## src/rtl/fetch_pkg.sv

```systemverilog
// Shared types and constants for the instruction fetch controller.
package fetch_pkg;

  typedef enum logic [1:0] {
    ST_IDLE  = 2'd0,
    ST_FETCH = 2'd1,
    ST_DRAIN = 2'd2,
    ST_HALT  = 2'd3
  } fetch_state_e;

  localparam logic [3:0]  HLT_OPCODE = 4'hF;
  localparam logic [15:0] PC_INC     = 16'h0002;

  function automatic logic is_hlt(input logic [15:0] instr);
    return (instr[15:12] == HLT_OPCODE);
  endfunction

endpackage

```

## src/rtl/fetch_ctrl_rca.sv

```systemverilog
// 16-bit ripple-carry adder used as the fetch pc incrementer.
module rca_16bit (
  input  logic [15:0] i_a,
  input  logic [15:0] i_b,
  input  logic        i_cin,
  output logic [15:0] o_sum,
  output logic        o_cout
);

  logic [16:0] w_c;

  assign w_c[0] = i_cin;

  for (genvar gi = 0; gi < 16; gi++) begin : g_bit
    assign o_sum[gi]  = i_a[gi] ^ i_b[gi] ^ w_c[gi];
    assign w_c[gi+1]  = (i_a[gi] & i_b[gi]) | (w_c[gi] & (i_a[gi] ^ i_b[gi]));
  end

  assign o_cout = w_c[16];

endmodule

```

## src/rtl/fetch_ctrl.sv

```systemverilog
// Instruction fetch controller: issues imem reads, buffers one instruction
// for decode, handles redirects (with drain of an in-flight read) and HLT.
module fetch_ctrl
  import fetch_pkg::*;
#(
  parameter logic [15:0] RESET_PC = 16'h0000
) (
  input  logic        clk,
  input  logic        rst_n,
  output logic        imem_req,
  output logic [15:0] imem_addr,
  input  logic        imem_ack,
  input  logic [15:0] imem_rdata,
  output logic        if_valid,
  output logic [15:0] if_instr,
  output logic [15:0] if_pc,
  input  logic        id_ready,
  input  logic        redirect,
  input  logic [15:0] redirect_addr,
  output logic        halted
);

  localparam logic [15:0] RESET_PC_AL = RESET_PC & 16'hFFFE;

  fetch_state_e r_state;
  logic [15:0]  r_pc;
  logic [15:0]  r_req_addr;
  logic [15:0]  r_if_instr;
  logic [15:0]  r_if_pc;
  logic         r_pend;
  logic         r_if_valid;
  logic         r_halted;

  logic         w_req;
  logic         w_ack;
  logic         w_hs;
  logic         w_redirect;
  logic         w_unused_cout;
  logic [15:0]  w_pc_inc;
  logic [15:0]  w_redir_pc;

  rca_16bit u_pc_inc (
    .i_a    (r_pc),
    .i_b    (PC_INC),
    .i_cin  (1'b0),
    .o_sum  (w_pc_inc),
    .o_cout (w_unused_cout)
  );

  // A request is raised when the output slot is free or draining this cycle;
  // a raised request stays up (r_pend) until acknowledged.
  always_comb begin
    w_req = 1'b0;
    case (r_state)
      ST_FETCH: w_req = r_pend | ~r_if_valid | id_ready;
      ST_DRAIN: w_req = 1'b1;
      default:  w_req = 1'b0;
    endcase
  end

  assign w_ack      = w_req & imem_ack;
  assign w_hs       = r_if_valid & id_ready;
  assign w_redirect = redirect & (r_state != ST_IDLE);
  assign w_redir_pc = {redirect_addr[15:1], 1'b0};

  // Fetch state machine, pc, request bookkeeping and decode output register.
  always_ff @(posedge clk) begin
    if (!rst_n) begin
      r_state    <= ST_IDLE;
      r_pc       <= RESET_PC_AL;
      r_req_addr <= RESET_PC_AL;
      r_pend     <= 1'b0;
      r_if_valid <= 1'b0;
      r_if_instr <= 16'h0000;
      r_if_pc    <= 16'h0000;
      r_halted   <= 1'b0;
    end else begin
      case (r_state)
        ST_IDLE: r_state <= ST_FETCH;
        ST_FETCH: begin
          if (w_redirect) begin
            r_pc       <= w_redir_pc;
            r_if_valid <= 1'b0;
            r_halted   <= 1'b0;
            r_pend     <= w_req & ~imem_ack;
            r_req_addr <= imem_addr;
            r_state    <= (w_req & ~imem_ack) ? ST_DRAIN : ST_FETCH;
          end else if (w_ack) begin
            r_if_valid <= 1'b1;
            r_if_instr <= imem_rdata;
            r_if_pc    <= r_pc;
            r_pend     <= 1'b0;
            if (is_hlt(imem_rdata)) begin
              r_state  <= ST_HALT;
              r_halted <= 1'b1;
            end else begin
              r_pc     <= w_pc_inc;
            end
          end else begin
            if (w_hs) r_if_valid <= 1'b0;
            if (w_req) begin
              r_pend     <= 1'b1;
              r_req_addr <= r_pc;
            end
          end
        end
        // The old read is still owed an ack; its data is thrown away.
        ST_DRAIN: begin
          if (w_redirect) r_pc <= w_redir_pc;
          if (imem_ack) begin
            r_pend  <= 1'b0;
            r_state <= ST_FETCH;
          end
        end
        ST_HALT: begin
          if (w_redirect) begin
            r_state    <= ST_FETCH;
            r_pc       <= w_redir_pc;
            r_halted   <= 1'b0;
            r_if_valid <= 1'b0;
          end else if (w_hs) begin
            r_if_valid <= 1'b0;
          end
        end
        default: r_state <= ST_IDLE;
      endcase
    end
  end

  assign imem_req  = w_req;
  assign imem_addr = r_pend ? r_req_addr : r_pc;
  assign if_valid  = r_if_valid;
  assign if_instr  = r_if_instr;
  assign if_pc     = r_if_pc;
  assign halted    = r_halted;

endmodule

```

## config.mk

```make
export PLATFORM = sky130hd
export DESIGN_NAME = fetch_ctrl
export DESIGN_NICKNAME = d
export VERILOG_FILES = /design/src/rtl/fetch_pkg.sv /design/src/rtl/fetch_ctrl_rca.sv /design/src/rtl/fetch_ctrl.sv
export SDC_FILE = /design/constraint.sdc
export NUM_CORES = 1
export LEC_CHECK = 0
export CAP_MARGIN = 40
export CELL_PAD_IN_SITES_DETAIL_PLACEMENT = 0
export CELL_PAD_IN_SITES_GLOBAL_PLACEMENT = 1
export CORE_ASPECT_RATIO = 1.2
export CORE_UTILIZATION = 30
export DETAILED_ROUTE_END_ITERATION = 10
export DONT_BUFFER_PORTS = 1
export GPL_ROUTABILITY_DRIVEN = 1
export PLACE_DENSITY_LB_ADDON = 0.1
export SYNTH_ARGS = -nofsm -noshare
export SYNTH_HDL_FRONTEND = slang
export SYNTH_SLANG_ARGS = --single-unit
```

## constraint.sdc

```tcl
create_clock -name clk -period 3.6 [get_ports clk]
set_input_delay 0.72 -clock clk [delete_from_list [all_inputs] [get_ports clk]]
set_output_delay 0.72 -clock clk [all_outputs]
set_load 0.02 [all_outputs]
```

==> results of run 1 <==
-- cell usage after synthesis, types with 2 or more instances --
cell / instances
a21o_1: 2
inv_2: 2
nand2_1: 4
nand2b_1: 2
o21ai_0: 7
mux2i_1: 13
a211oi_2: 10
a21oi_2: 30
ha_1: 17
buf_2: 6
a211oi_1: 3
or3_1: 2
nor2b_1: 2
buf_4: 3
nand3_1: 47
inv_1: 5
clkbuf_1: 18
buf_6: 7
nor3_1: 16
a21oi_1: 22
a31oi_1: 2
and2_1: 2
o22ai_1: 2
dfxtp_1: 67
mux2_2: 15
o21ai_1: 41
nor2_1: 6
-- cell families after synthesis --
group | after synthesis
compound gates | 132
simple gates | 90
flops | 67
buf+inv | 42
mux | 28
fa+ha+maj | 17
other cells | 1
-- what timing repair did --
action                                  in CTS  in global routing
hold buffers                                 0                  0
resized for setup                            0                  1
endpoints found under the setup margin       0                  1
-- critical path, cell delays in order, from the launching register on --
cell	delay, ns
dfxtp_2	0.34
ha_1	0.19
ha_1	0.18
ha_1	0.18
ha_1	0.18
ha_1	0.19
ha_1	0.19
ha_1	0.19
ha_1	0.18
ha_1	0.18
ha_1	0.18
ha_1	0.18
ha_1	0.18
ha_1	0.19
nor2b_1	0.13
mux2_2	0.26
a32o_1	0.25
-- registers in the layout (all words and copies together), names as in the netlist --
signal,count
halted,1
if_instr,16
if_pc,15
if_valid,1
r_pc,15
r_pend,1
r_req_addr,16
r_state,2
-- worst max path at each step --
| stage | start | end | cells past startpoint |
|---|---|---|---|
| 6_report | r_pc[1] | r_pc[15] | 16 |
| 5_1_grt | r_pc[1] | r_pc[15] | 16 |
| 4_1_cts | r_pc[1] | r_pc[15] | 16 |
| 3_3_place_gp | r_pc[1] | r_pc[15] | 16 |
| 2_1_floorplan | r_pc[1] | r_pc[15] | 16 |
| 3_5_place_dp | r_pc[1] | r_pc[15] | 16 |
-- placed cells by master (no fill, tap or decap), types with 7 or more instances in the layout --
| cell | instances |
|---|---|
| o21ai_1 | 41 |
| nand3_1 | 47 |
| mux2_2 | 15 |
| buf_4 | 11 |
| o21ai_0 | 7 |
| mux2i_1 | 13 |
| nor3_1 | 16 |
| ha_1 | 17 |
| a21oi_2 | 30 |
| a211oi_2 | 10 |
| dfxtp_1 | 66 |
| clkbuf_16 | 9 |
| a21oi_1 | 22 |
-- stage by stage --
step                      setup slack (ns)  hold slack [ns]
after floorplan                      0.314            0.407
after global placement               0.116            0.416
after detailed placement             0.109            0.420
after CTS                           0.0958            0.432
after global routing               0.00534            0.453
final                                0.134            0.433
-- power groups by stage --
stage          logic, mW  registers, mW  clock network [mW]
3_3_place_gp       0.829          0.914                   0
3_5_place_dp       0.864          0.916                   0
4_1_cts            0.866          0.900               0.998
5_1_grt            0.925          0.914                1.04
6_report           0.850          0.900               0.970
2_1_floorplan      0.670          0.888                   0
-- final cells by class --
cell class	instances	area, sq um	area share
inverters	7	26.3	0.00655
multi-input cells	268	1980	0.493
clock inverters	4	72.6	0.0181
well taps	157	196	0.0489
clock buffers	12	256	0.0639
flip-flops and latches	67	1340	0.334
repair buffers	14	140	0.0349
-- per-layer routing --
layer,wire [um],up-vias
met5,0,-
met4,118,0
met3,702,9
met2,4760,80
met1,4780,1338
li1,-,1371
==> flow_summary_export.csv, run 1 <==
group,metric,value,unit
worst_setup_path,reg2reg_to,"r_pc[15]",
route,via_count,2798,
global_routing,grt_use_total,0.177,
timing,finalMaxSlewViolations,0,
power_and_ir_drop,p_comb_frac,0.312,
floorplanning,die_x,101,um
run_status,status,"finished clean",
global_routing,overflow,0,
timing,rsz0062_at_grt,"false",
floorplanning,coreArea,0.0115,sq mm
hold_path,hold_depth,2,
timing,period_share,0.963,
cts,numCtsBuffers,9,
timing,hold_viol,0,
route,firstDrtPassIters,4,
cts,cts_tree,"yes",
cells_and_area,fill_cells,1225,
cts,cts_buffer_depth,2,
global_routing,grt_pass1_wl,16300,um
synth,yosys.area.top_type,"dfxtp_1",
worst_setup_path,worstSetupEndpointType,"flip-flop",
worst_setup_path,ff2ff_path_depth,16,
hold_path,min_path_type,"flip-flop to flip-flop",
hold_path,holdCritStartpoint,"r_req_addr[0]",
global_routing,grt_pass1_vias,2857,
floorplanning,rows,43,
synth,synth_fa_ha_area_frac,0.0601,
worst_setup_path,cp-start-kind,"flip-flop",
synth,synth-xor-area-share,0,
synth,synthesis.instances,377,
floorplanning,die_area,0.0122,sq mm
cells_and_area,synthToLayoutAreaGrowth,13.4,%
cts,cts.sink_count,67,
power_and_ir_drop,netSwitchingFraction,0.356,
timing,relSlewSlack,0.475,
synth,synth_seq_area_share,0.379,
worst_setup_path,reg2reg_from,"r_pc[1]",
synth,yosys_most_used_dff,"dfxtp_1",
cts,path_clk_slew,0.06,ns
worst_setup_path,criticalPathCategory,"flip-flop to flip-flop",
worst_setup_path,worstPathMaxFanout,4,
synth,ys_async_sr_fraction,0,
synth,synth_edf_count,0,
floorplanning,die_y,121,um
cts,cts.htree.levels,3,
synth,synth_warnings,0,
place,place_congestion,0.725,
cells_and_area,n_antenna_cell,0,
cells_and_area,nets,421,
worst_setup_path,reg2reg_slack,0.13,ns
synth,netlist_area,0.00354,sq mm
cts,post-cts-setup-buffers,0,
timing,skew,0.0103,ns
power_and_ir_drop,power,2.72,mW
hold_path,hold-path-endpoint,"r_req_addr[0]",
cells_and_area,stdcell_area,0.00401,sq mm
place,post-place-cells,513,
synth,synthSimpleGateAreaFrac,0.144,
route,ant_nets,0,
cts,cts-root-buf,"clkbuf_16",
power_and_ir_drop,vdd_drop_max,0.253,mV
flow_run,cap_violations,0,
synth,syn-num-nets,431,
power_and_ir_drop,power.share.clock,0.357,
synth,netlist.area_leader.share,0.379,
global_routing,use_met2,0.278,
worst_setup_path,cp.required,3.82,ns
place,hpwl,7030,um
timing,tightest_slew,0.786,ns
route,routed_wl,10400,um
timing,max_freq,0.289,GHz
power_and_ir_drop,p_seq_frac,0.331,
global_routing,grtUsageMet3,0.0547,
place,portBuffers,0,
route,via_per_inst,5.29,
synth,postSynthAreaPerCell,9.39,sq um
power_and_ir_drop,p_int,1.75,mW
synth,synth_compound_area_frac,0.267,
synth,synth_mux_area_frac,0.0845,
timing,fin_crit,3.47,ns
place,dpl_cell_area,0.00368,sq mm
timing,finalSetupViolCount,0,
cells_and_area,final_core_util,0.349,
route,drc,0,
timing,fin_setup_tns,0,ns
cells_and_area,finalNonFillerCells,529,
global_routing,antenna_found_initial,1,
synth,ys_top_cells_by_area,"dfxtp_1 38%, a21oi_2 7.4%, nand3_1 6.6%",
synth,ys_ff_latch,67,
global_routing,grt-busiest-layer,"met2",
power_and_ir_drop,power.leakage,1.36,nW
synth,synth_top_family_by_area,"compound AO/OA/AOI/OAI gates",
global_routing,grtUsageMet1,0.230,
worst_setup_path,worst_ep_arrival_time,3.69,ns
power_and_ir_drop,power_density,678,mW/mm^2
floorplanning,initial_core_util,0.308,
power_and_ir_drop,switching_power,0.969,mW
cts,insertion_delay,0.33,ns
global_routing,grt_max_degree,33,
route,drt_iter0_markers,101,
route,wl_per_cell,19.6,um
floorplanning,num_io_pins,88,
synth,synth_cell_type_count,51,
cells_and_area,drive_gt1_frac,0.263,
(Power assumes the default switching activity.)
==> run 2: changes to the inputs <==
==> constraint.sdc (replaced) <==
create_clock -name clk -period 3.6 [get_ports clk]
set_input_delay 0.36 -clock clk [delete_from_list [all_inputs] [get_ports clk]]
set_output_delay 0.36 -clock clk [all_outputs]
set_load 0.02 [all_outputs]
==> run 2 against run 1 <==
Clock-buffer cell count unchanged. Worst hold slack got worse by 0.28 ns. Sequential power about the same. Largest cell class unchanged. Largest power group unchanged. Maximum frequency increased by 0.21%. Cell count decreased by 0.19%. Routed wire length increased by 1.5%. Critical endpoint unchanged. Utilization decreased by 0.11 points. Combinational power decreased by 2%. First-iteration DRC count decreased by 2.0%. Critical path depth unchanged. Sequential share of layout area increased by 0.17 points. Die area unchanged.
==> flow_summary_export.csv, run 2 (synthesized netlist as in run 1, its figures left out) <==
group,metric,value,unit
power_and_ir_drop,vdd_drop_max,0.274,mV
cells_and_area,synthToLayoutAreaGrowth,13.0,%
floorplanning,num_io_pins,88,
flow_run,cap_violations,0,
global_routing,grt_pass1_wl,16500,um
cts,insertion_delay,0.33,ns
cells_and_area,final_core_util,0.348,
timing,rsz0062_at_grt,"false",
floorplanning,coreArea,0.0115,sq mm
cells_and_area,mostFrequentLayoutCell,"dfxtp_1",
power_and_ir_drop,power.leakage,1.34,nW
route,firstDrtPassIters,4,
floorplanning,rows,43,
worst_setup_path,slowest_stage,"dfxtp_4",
cells_and_area,most-common-layout-cells,"66 x dfxtp_1, 47 x nand3_1, 41 x o21ai_1",
global_routing,grtUsageMet3,0.0449,
route,drc,0,
worst_setup_path,cp_top_family,"adder cells",
place,portBuffers,0,
route,via_count,2862,
timing,fin_setup_tns,0,ns
timing,hold_ws,0.158,ns
global_routing,use_met2,0.287,
place,place_congestion,0.759,
route,via_per_inst,5.42,
cells_and_area,nets,420,
cts,cts_hold_buf,0,
worst_setup_path,cp.required,3.82,ns
cts,cts.sink_count,67,
global_routing,antenna_found_initial,0,
place,hpwl,7030,um
cts,post-cts-setup-buffers,0,
timing,period_share,0.961,
route,routed_wl,10500,um
cts,cts.htree.levels,3,
worst_setup_path,worst_ep_arrival_time,3.68,ns
global_routing,grtUsageMet1,0.226,
cells_and_area,n_antenna_cell,0,
cells_and_area,stdcell_area,0.00400,sq mm
worst_setup_path,worstSetupEndpointType,"flip-flop",
worst_setup_path,criticalPathCategory,"flip-flop to flip-flop",
cts,post_cts_resized,0,
floorplanning,die_area,0.0122,sq mm
route,drt_iter0_markers,99,
cells_and_area,drive_gt1_frac,0.264,
route,wl_per_cell,19.9,um
global_routing,grt_use_total,0.178,
timing,finalSetupViolCount,0,
timing,max_freq,0.289,GHz
global_routing,grt_pass1_vias,2875,
timing,skew,0.00555,ns
hold_path,min_path_type,"input pin to flip-flop",
timing,tightest_slew,0.724,ns
cts,numCtsBuffers,9,
cells_and_area,finalNonFillerCells,528,
global_routing,overflow,0,
global_routing,grt_max_degree,33,
worst_setup_path,critPathMostFrequentCell,"ha_1",
timing,finalMaxSlewViolations,0,
timing,relSlewSlack,0.517,
place,post-place-cells,512,
worst_setup_path,crit_path_max_incr_delay,0.35,ns
worst_setup_path,path_cells,"ha_1, ha_1, ha_1, ha_1, ha_2, ha_2, ha_1, ha_1, ha_1, ha_1, ha_1, ha_1, ha_1, nor2b_1, mux2_2, a32o_1",
timing,hold_viol,0,
cts,path_clk_slew,0.06,ns
power_and_ir_drop,power_density,689,mW/mm^2
floorplanning,die_x,101,um
worst_setup_path,cp-start-kind,"flip-flop",
floorplanning,die_y,121,um
cells_and_area,fill_cells,1215,
worst_setup_path,cp.buffers_inverters,0,
cts,cts_buffer_depth,2,
run_status,status,"finished clean",
timing,fin_crit,3.46,ns
global_routing,grt-busiest-layer,"met2",
cts,cts_tree,"yes",
worst_setup_path,worstPathMaxFanout,4,
floorplanning,initial_core_util,0.308,
place,dpl_cell_area,0.00365,sq mm
cts,cts-root-buf,"clkbuf_16",
route,ant_nets,0,
## run 2: where the power goes
group          internal [mW]  switching, mW
sequential             0.808         0.0938
combinational          0.282          0.549
clock                  0.696          0.328
total                   1.79          0.971
## run 2: final timing paths
check                        to          start  slack (ns)  depth (start not counted)
setup / recovery       r_pc[15]        r_pc[1]        0.14                         16
hold reg to reg   r_req_addr[0]  r_req_addr[0]        0.44                          2
setup reg to reg       r_pc[15]        r_pc[1]        0.14                         16
hold / removal    r_req_addr[0]          rst_n        0.16                          2
## run 2: layout make-up
class | count | area, sq um | area share
clock buffer | 12 | 246 | 0.0616
sequential | 67 | 1350 | 0.336
multi-input combinational | 268 | 1980 | 0.496
inverter | 7 | 26.3 | 0.00657
tap | 157 | 196 | 0.0491
clock inverter | 4 | 97.6 | 0.0244
timing repair buffer | 13 | 105 | 0.0263
## run 2: per-layer routing
layer  vias up  share of wire
met5         -              0
met4         0          0.013
met3        11          0.069
met2        90           0.47
met1      1388           0.44
li1       1373              -
## run 2: stage by stage
step	worst slack [ns]	total power, mW
finish	0.141	2.76
global route	0.0181	2.90
CTS	0.0677	2.80
detailed placement	0.0825	1.76
global placement	0.137	1.75
floorplan	0.314	1.56
## run 2: worst reg2reg max path, delay by kind of cell, from the launching register on
| kind | cells | cell delay, ns |
|---|---|---|
| AND/OR/NAND/NOR | 1 | 0.13 |
| multiplexers | 1 | 0.26 |
| adder cells (fa/ha/maj) | 13 | 2.37 |
| flip-flops | 1 | 0.35 |
| AO/OA/AOI/OAI | 1 | 0.25 |
